### src/rtl/restoring_div_32.sv
// restoring_div_32: signed 32-bit restoring divider, one quotient bit per cycle, divide-by-zero flag
module restoring_div_32 (
  input  logic        clock,
  input  logic        reset_n,
  input  logic        ctrl_DIV,
  input  logic [31:0] data_operandA,
  input  logic [31:0] data_operandB,
  output logic [31:0] data_result,
  output logic        data_exception,
  output logic        data_resultRDY
);
  typedef enum logic [1:0] {IDLE, BUSY, DONE} state_t;
  state_t      state;
  logic [4:0]  cnt;
  logic [32:0] rem;
  logic [31:0] quo;
  logic [31:0] dvs;
  logic        sign_q;
  logic        dz;
  logic        start;
  logic [31:0] abs_a;
  logic [31:0] abs_b;
  logic [32:0] shifted;
  logic [32:0] diff;
  always_comb begin
    start   = ctrl_DIV && (state != BUSY);
    abs_a   = data_operandA[31] ? ~data_operandA + 32'd1 : data_operandA;
    abs_b   = data_operandB[31] ? ~data_operandB + 32'd1 : data_operandB;
    shifted = {rem[31:0], quo[31]};
    diff    = shifted + {1'b1, ~dvs} + 33'd1;
  end
  // quo starts as |A| and is shifted out MSB-first while quotient bits shift in at the LSB
  always_ff @(posedge clock or negedge reset_n) begin
    if (!reset_n) begin
      state          <= IDLE;
      cnt            <= '0;
      rem            <= '0;
      quo            <= '0;
      dvs            <= '0;
      sign_q         <= 1'b0;
      dz             <= 1'b0;
      data_result    <= '0;
      data_exception <= 1'b0;
      data_resultRDY <= 1'b0;
    end else begin
      data_resultRDY <= state == DONE;
      data_exception <= state == DONE && dz;
      if (state == DONE)
        data_result <= dz ? '0 : (sign_q ? ~quo + 32'd1 : quo);
      if (start) begin
        sign_q <= data_operandA[31] ^ data_operandB[31];
        quo    <= abs_a;
        dvs    <= abs_b;
        rem    <= '0;
        cnt    <= '0;
        dz     <= data_operandB == '0;
        state  <= data_operandB == '0 ? DONE : BUSY;
      end else if (state == BUSY) begin
        rem   <= diff[32] ? shifted : diff;
        quo   <= {quo[30:0], ~diff[32]};
        cnt   <= cnt + 5'd1;
        state <= cnt == 5'd31 ? DONE : BUSY;
      end else if (state == DONE) begin
        state <= IDLE;
      end
    end
  end
endmodule

### config.mk
export PLATFORM = sky130hd
export DESIGN_NAME = restoring_div_32
export DESIGN_NICKNAME = d
export VERILOG_FILES = /design/src/rtl/restoring_div_32.sv
export SDC_FILE = /design/constraint.sdc
export NUM_CORES = 1
export LEC_CHECK = 0
export ABC_AREA = 1
export CAP_MARGIN = 20
export CORE_MARGIN = 4
export CORE_UTILIZATION = 64
export DETAILED_ROUTE_END_ITERATION = 6
export PLACE_DENSITY = 0.87
export SYNTH_ARGS = -nofsm -noshare
export SYNTH_HDL_FRONTEND = slang
export SYNTH_SLANG_ARGS = --single-unit
### constraint.sdc
create_clock -name clock -period 4 [get_ports clock]
set_clock_uncertainty 0.1 [all_clocks]
set_input_delay 0.4 -clock clock [delete_from_list [all_inputs] [get_ports clock]]
set_output_delay 0.4 -clock clock [all_outputs]
set_load 0.02 [all_outputs]
# Word level (Yosys, flattened, before mapping)
# Index checks and enable logic that the tools add are counted.
[totals] reg_bits=139 latch_bits=0 ramBits=0 rom_bits=0 input_bits=67 output_inout_bits=34 memories=0
[classes] n_addsub=6 n_mul=0 n_div=0 magnitude_cmp=0 eq_ne=4 shift=0 n_mux=16 bitwise_logic=6 reduce_logical=5
[ops] operator="2-to-1 mux 32 bit" n=9
[ops] operator="NOT 32 bit" n=4
[ops] operator="adder 32 x 1 -> 32 bit, second input constant" n=3
[ops] operator="adder 33 x 1 -> 33 bit, second input constant" n=1
[ops] operator="adder 33 bit" n=1
[ops] operator="zero test 32 bit" n=1
[ops] operator="2-to-1 mux 2 bit" n=5
[ops] operator="2-to-1 mux 5 bit" n=2
[ops] operator="adder 5 x 1 -> 5 bit, second input constant" n=1
[ops] operator="equality test 5 bit, second input constant" n=1
[ops] operator="nonzero test 3 bit" n=1
[ops] operator="equality test 2 x 1 -> 1 bit, second input constant" n=1
[ops] operator="equality test 2 bit, second input constant" n=1
[ops] operator="logical AND 1 bit" n=2
[ops] operator="inequality test 2 x 1 -> 1 bit, second input constant" n=1
[ops] operator="nonzero test 2 bit" n=1
[ops] operator="NOT 1 bit" n=1
[ops] operator="bitwise XOR 1 bit" n=1

# Depth between registers and ports, before layout
[depth] ltp_word=6 depth_mapped=18 ltp_nobuf=18

# Least setup slack after synthesis
# Ideal clock, no wire load.
[synth_timing] path_kind="register -> register" startpoint="register quo[31]" endpoint="register rem[18]" arrival_time_ns=2.074 path_slack_ns=1.709 stages_incl_launch_ff=18 n_path_buf=1 period_less_slack_ns=2.291 path_cell_list="dfrtp_1 -> inv_1 -> ha_1 -> inv_1 -> fa_1 -> nand2_1 -> nand2_1 -> nand3_2 -> nand2_2 -> nand2_2 -> nand2_2 -> nand2_4 -> nand2_4 -> nand2_4 -> buf_2 -> nand3_1 -> nand3_1 -> nand2_1"
[synth_via] elab_chain_len=5
[synth_rtl] item="start, declared" line_no="16" text="logic [31:0] quo;"
[synth_rtl] item="start signal, assigned" line_no="52" text="quo <= abs_a;"
[synth_rtl] item="start signal, assigned" line_no="60" text="quo <= {quo[30:0], ~diff[32]};"
[synth_rtl] item="adder 33 bit" line_no="30" text="diff = shifted + {1'b1, ~dvs} + 33'd1;"
[synth_rtl] item="adder 33 x 1 -> 33 bit" line_no="30"
[synth_rtl] item="2-to-1 mux 32 bit" line_no="59" text="rem <= diff[32] ? shifted : diff;"
[synth_rtl] item="2-to-1 mux 32 bit" line_no="58" text="end else if (state == BUSY) begin"
[synth_rtl] item="2-to-1 mux 32 bit" line_no="50" text="if (start) begin"
[synth_rtl] item="end signal, assigned" line_no="59"
[synth_rtl] item="end, declared" line_no="15" text="logic [32:0] rem;"
# No other way between the ends. The select of a mux whose other input is x is not followed.
# A chain may end at the register's enable or synchronous reset.

# Worst setup path after layout
[layout_timing] startpoint="register quo[31]" endpoint="register rem[20]"
# Same word-level chain as after synthesis.

==> load_flow_metrics.sql <==
INSERT INTO impl_metrics (metric_group, metric, value, unit) VALUES
('worst_setup_path', 'path_common_cell', 'sky130_fd_sc_hd__nand2_1', ''),
('run', 'maxCapViolations', '0', ''),
('worst_setup_path', 'worst_path_largest_cell_delay', '0.43', 'ns'),
('routing', 'detailroute.via_count', '12094', ''),
('hold_path', 'hold_path.startpoint', 'data_result[24]$_DFFE_PN0P_', ''),
('sta', 'final.setup.worst_slack', '1.055', 'ns'),
('clock_tree', 'post_cts.resized_instances', '0', ''),
('clock_tree', 'cts_tree', 'built', ''),
('synthesis', 'combinational_family_with_the_most_area_after_synthesis', 'simple AND/OR/NAND/NOR gates', ''),
('hold_path', 'hold_path_class', 'register to register', ''),
('routing', 'drt_drc_violations_left', '0', ''),
('sta', 'timing.final.max_slew_violations', '0', ''),
('cells_and_area', 'net_total_in_the_final_layout', '2002', ''),
('power', 'p_sw', '6.465', 'mW'),
('clock_tree', 'cts-htree-levels', '4', ''),
('sta', 'crit_share_post_route', '0.7361', ''),
('synthesis', 'synth_seq_area_share', '0.3090', ''),
('floorplan', 'die_boundary_width', '140.6', 'um'),
('synthesis', 'post_synth_instance_area', '0.01126', 'mm2'),
('sta', 'timing.slew.headroom', '0.4035', ''),
('routing', 'detail-route-antenna-nets', '0', ''),
('synthesis', 'synth_xor_xnor_area_share', '0.03579', ''),
('clock_tree', 'cts_root_buf', 'sky130_fd_sc_hd__clkbuf_16', ''),
('cells_and_area', 'flow.area_growth_from_synthesis', '15.53', '%'),
('worst_setup_path', 'cpLargestDelayFamily', 'simple AND/OR/NAND/NOR gates', ''),
('worst_setup_path', 'end_kind', 'register', ''),
('routing', 'aggregate_routed_wire_length', '33560', 'um'),
('cells_and_area', 'layout.filler_cells', '1430', ''),
('synthesis', 'post_synth_and_or_nand_nor_area_fraction', '0.3842', ''),
('worst_setup_path', 'cp-start-kind', 'register', ''),
('synthesis', 'ys_ff_latch', '139', ''),
('synthesis', 'yosys-mux-area-fraction', '0.0008893', ''),
('floorplan', 'die_area', '0.01977', 'mm2'),
('synthesis', 'mappedNetlistNets', '1920', ''),
('clock_tree', 'clk-insertion-delay-late', '0.44', 'ns'),
('global_routing', 'grt_overflow', '0', ''),
('worst_setup_path', 'regToRegStartpoint', 'quo[31]$_DFFE_PN0P_', ''),
('placement', 'dpl.hpwl', '25390', 'um'),
('worst_setup_path', 'crit_buf_inv', '2', ''),
('cells_and_area', 'antenna-diode-count', '0', ''),
('sta', 'finalHoldViolations', '0', ''),
('global_routing', 'grt_max_degree', '94', ''),
('synthesis', 'ys_warn_count', '0', ''),
('power', 'power_frac_seq', '0.224', ''),
('routing', 'detail_route.wl_per_cell', '15.72', 'um'),
('floorplan', 'starting_density_of_the_core', '0.6530', ''),
('global_routing', 'grt_first_pass_wirelength', '54570', 'um'),
('worst_setup_path', 'worst_ep_required_time', '4.22', 'ns'),
('power', 'power.share.switching', '0.5309', ''),
('worst_setup_path', 'path_max_fanout', '18', ''),
('sta', 'worstMarginPinSlew', '0.8947', 'ns'),
('global_routing', 'grt_util_overall', '0.3394', ''),
('clock_tree', 'cts_sinks', '139', ''),
('sta', 'tns', '0', 'ns'),
('clock_tree', 'clkTransAtPathRegs', '0.06', 'ns'),
('synthesis', 'syn-instance-count', '1815', ''),
('synthesis', 'synthFlopType', 'sky130_fd_sc_hd__dfrtp_1', ''),
('floorplan', 'design.portCount', '101', ''),
('sta', 'grt_setup_unrepaired', 'no', ''),
('floorplan', 'fp.coreArea', '0.01724', 'mm2'),
('worst_setup_path', 'cp_cell_sequence', 'inv_1 -> ha_1 -> inv_1 -> fa_1 -> nand2_1 -> nand2_1 -> nand3_2 -> nand2_2 -> nand2_2 -> nand2_2 -> nand2_4 -> nand3_2 -> nand2_4 -> nand2_1 -> nand3_1 -> nand2_1', ''),
('placement', 'gp_congestion', '1.025', ''),
('power', 'power.static_leakage', '6.964', 'nW'),
('synthesis', 'synth-edff-count', '0', ''),
('worst_setup_path', 'cp.arrival', '3.16', 'ns'),
('status', 'outcome', 'complete, no violations', ''),
('synthesis', 'postSynth.asyncResetShare', '1.000', ''),
('placement', 'placement.io_buffers', '100', ''),
('worst_setup_path', 'worst_path_max_delay_cell', 'sky130_fd_sc_hd__fa_1', ''),
('synthesis', 'synth_adder_area_share', '0.04291', ''),
('floorplan', 'die-height', '140.6', 'um');
==> sequential cells by signal, indices dropped and copies added, names as in the netlist <==
register and flops:
cnt 5, data_exception 1, data_result 32, data_resultRDY 1, dvs 32, dz 1, quo 32, rem 32
sign_q 1, state 2
==> path summary, 6_finish.rpt <==
check / endpoint / cells after the start
setup / recovery: rem[20]$_DFFE_PN0P_ / 16
hold / removal: data_result[24]$_DFFE_PN0P_ / 2
setup reg to reg: rem[20]$_DFFE_PN0P_ / 16
hold reg to reg: data_result[24]$_DFFE_PN0P_ / 2
max in group asynchronous: dvs[23]$_DFFE_PN0P_ / 3
min in group asynchronous: data_result[28]$_DFFE_PN0P_ / 2
==> power by group through the flow <==
stage,Sequential [mW],Combinational [mW],Clock [mW]
2_1_floorplan,2.68,5.60,0
3_3_place_gp,2.68,7.43,0
3_5_place_dp,2.71,7.67,0
4_1_cts,2.70,7.77,1.54
5_1_grt,2.79,8.89,1.61
6_report,2.73,7.91,1.54
==> layout make-up <==
type                            instances  area (um2)  area share
Clock buffer                           20       446.7     0.03435
Clock inverter                         12       115.1    0.008852
Inverter                              308        1156     0.08891
Multi-Input combinational cell       1317        6404      0.4924
Sequential cell                       139        3478      0.2675
Tap cell                              225       281.5     0.02165
Timing Repair Buffer                  114        1122     0.08631
==> layout by cell type (no fill, tap or decap), drive strengths merged, types with 18 or more instances in the layout <==
cell type,synthesis,layout
clkdlybuf4s50,0,99
nor2,156,156
inv,304,308
xor2,35,35
dfrtp,139,139
ha,37,37
nor3,18,18
nand3,165,165
clkbuf,31,20
o21ai,129,129
nand4,21,21
a21oi,41,41
nand2,637,637
==> cell usage after synthesis, types with 7 or more instances <==
master | count | area (um2)
sky130_fd_sc_hd__o21ai_0 | 127 | 635.6
sky130_fd_sc_hd__clkbuf_1 | 31 | 116.4
sky130_fd_sc_hd__dfrtp_1 | 139 | 3478
sky130_fd_sc_hd__a21oi_1 | 38 | 190.2
sky130_fd_sc_hd__nor2_1 | 151 | 566.8
sky130_fd_sc_hd__buf_1 | 7 | 26.28
sky130_fd_sc_hd__o221ai_1 | 10 | 87.58
sky130_fd_sc_hd__nand3b_1 | 15 | 112.6
sky130_fd_sc_hd__nand3_1 | 161 | 805.8
sky130_fd_sc_hd__nand4_1 | 21 | 131.4
sky130_fd_sc_hd__buf_2 | 9 | 45.04
sky130_fd_sc_hd__nor3_1 | 17 | 85.08
sky130_fd_sc_hd__xor2_1 | 35 | 306.5
sky130_fd_sc_hd__inv_1 | 301 | 1130
sky130_fd_sc_hd__ha_1 | 37 | 462.9
sky130_fd_sc_hd__o211ai_1 | 8 | 60.06
sky130_fd_sc_hd__xnor2_1 | 11 | 96.34
sky130_fd_sc_hd__nand2_1 | 626 | 2350
==> worst register-to-register path, cell delays in order, from the launching register on <==
cell and delay [ns]:
sky130_fd_sc_hd__dfrtp_1 0.40, sky130_fd_sc_hd__inv_1 0.13, sky130_fd_sc_hd__ha_1 0.19, sky130_fd_sc_hd__inv_1 0.11
sky130_fd_sc_hd__fa_1 0.43, sky130_fd_sc_hd__nand2_1 0.09, sky130_fd_sc_hd__nand2_1 0.09, sky130_fd_sc_hd__nand3_2 0.09
sky130_fd_sc_hd__nand2_2 0.10, sky130_fd_sc_hd__nand2_2 0.09, sky130_fd_sc_hd__nand2_2 0.07, sky130_fd_sc_hd__nand2_4 0.10
sky130_fd_sc_hd__nand3_2 0.27, sky130_fd_sc_hd__nand2_4 0.32, sky130_fd_sc_hd__nand2_1 0.11, sky130_fd_sc_hd__nand3_1 0.09
sky130_fd_sc_hd__nand2_1 0.06
==> cell families (layout without fill, tap and decap cells) <==
logic type / Yosys count / after routing
AOI/OAI and AO/OA: 208 / 208
xor gates and xnor gates: 46 / 46
adders and majority gates: 38 / 38
buffers and inverters: 359 / 454
DFF: 139 / 139
muxes: 1 / 1
and+or+nand+nor: 1024 / 1024
==> per-stage QoR <==
step	instance area, um2	std cells	total power, mW	util	hold slack (ns)
floorplan	11260	1815	8.278	-	0.004409
global placement	12410	2101	10.11	0.7201	0.3644
detailed placement	12410	2101	10.38	0.7201	0.3671
CTS	12980	2134	12.01	0.7533	0.3836
global route	13000	2135	13.29	0.7544	0.4133
finish	13000	2135	12.18	0.7544	0.3824
==> layer usage <==
layer | up-vias | part of all wire | track usage
met2 | 616 | 0.44 | 0.5227
li1 | 5866 | - | -
met1 | 5521 | 0.44 | 0.4930
met5 | - | 0 | 0
met3 | 91 | 0.090 | 0.05665
met4 | 0 | 0.025 | 0.1040
==> timing repair <==
item,CTS,global route
buffers inserted,0,0
hold endpoints to repair,15,0
hold buffers,1,0
Power figures use the tool's default switching activity.
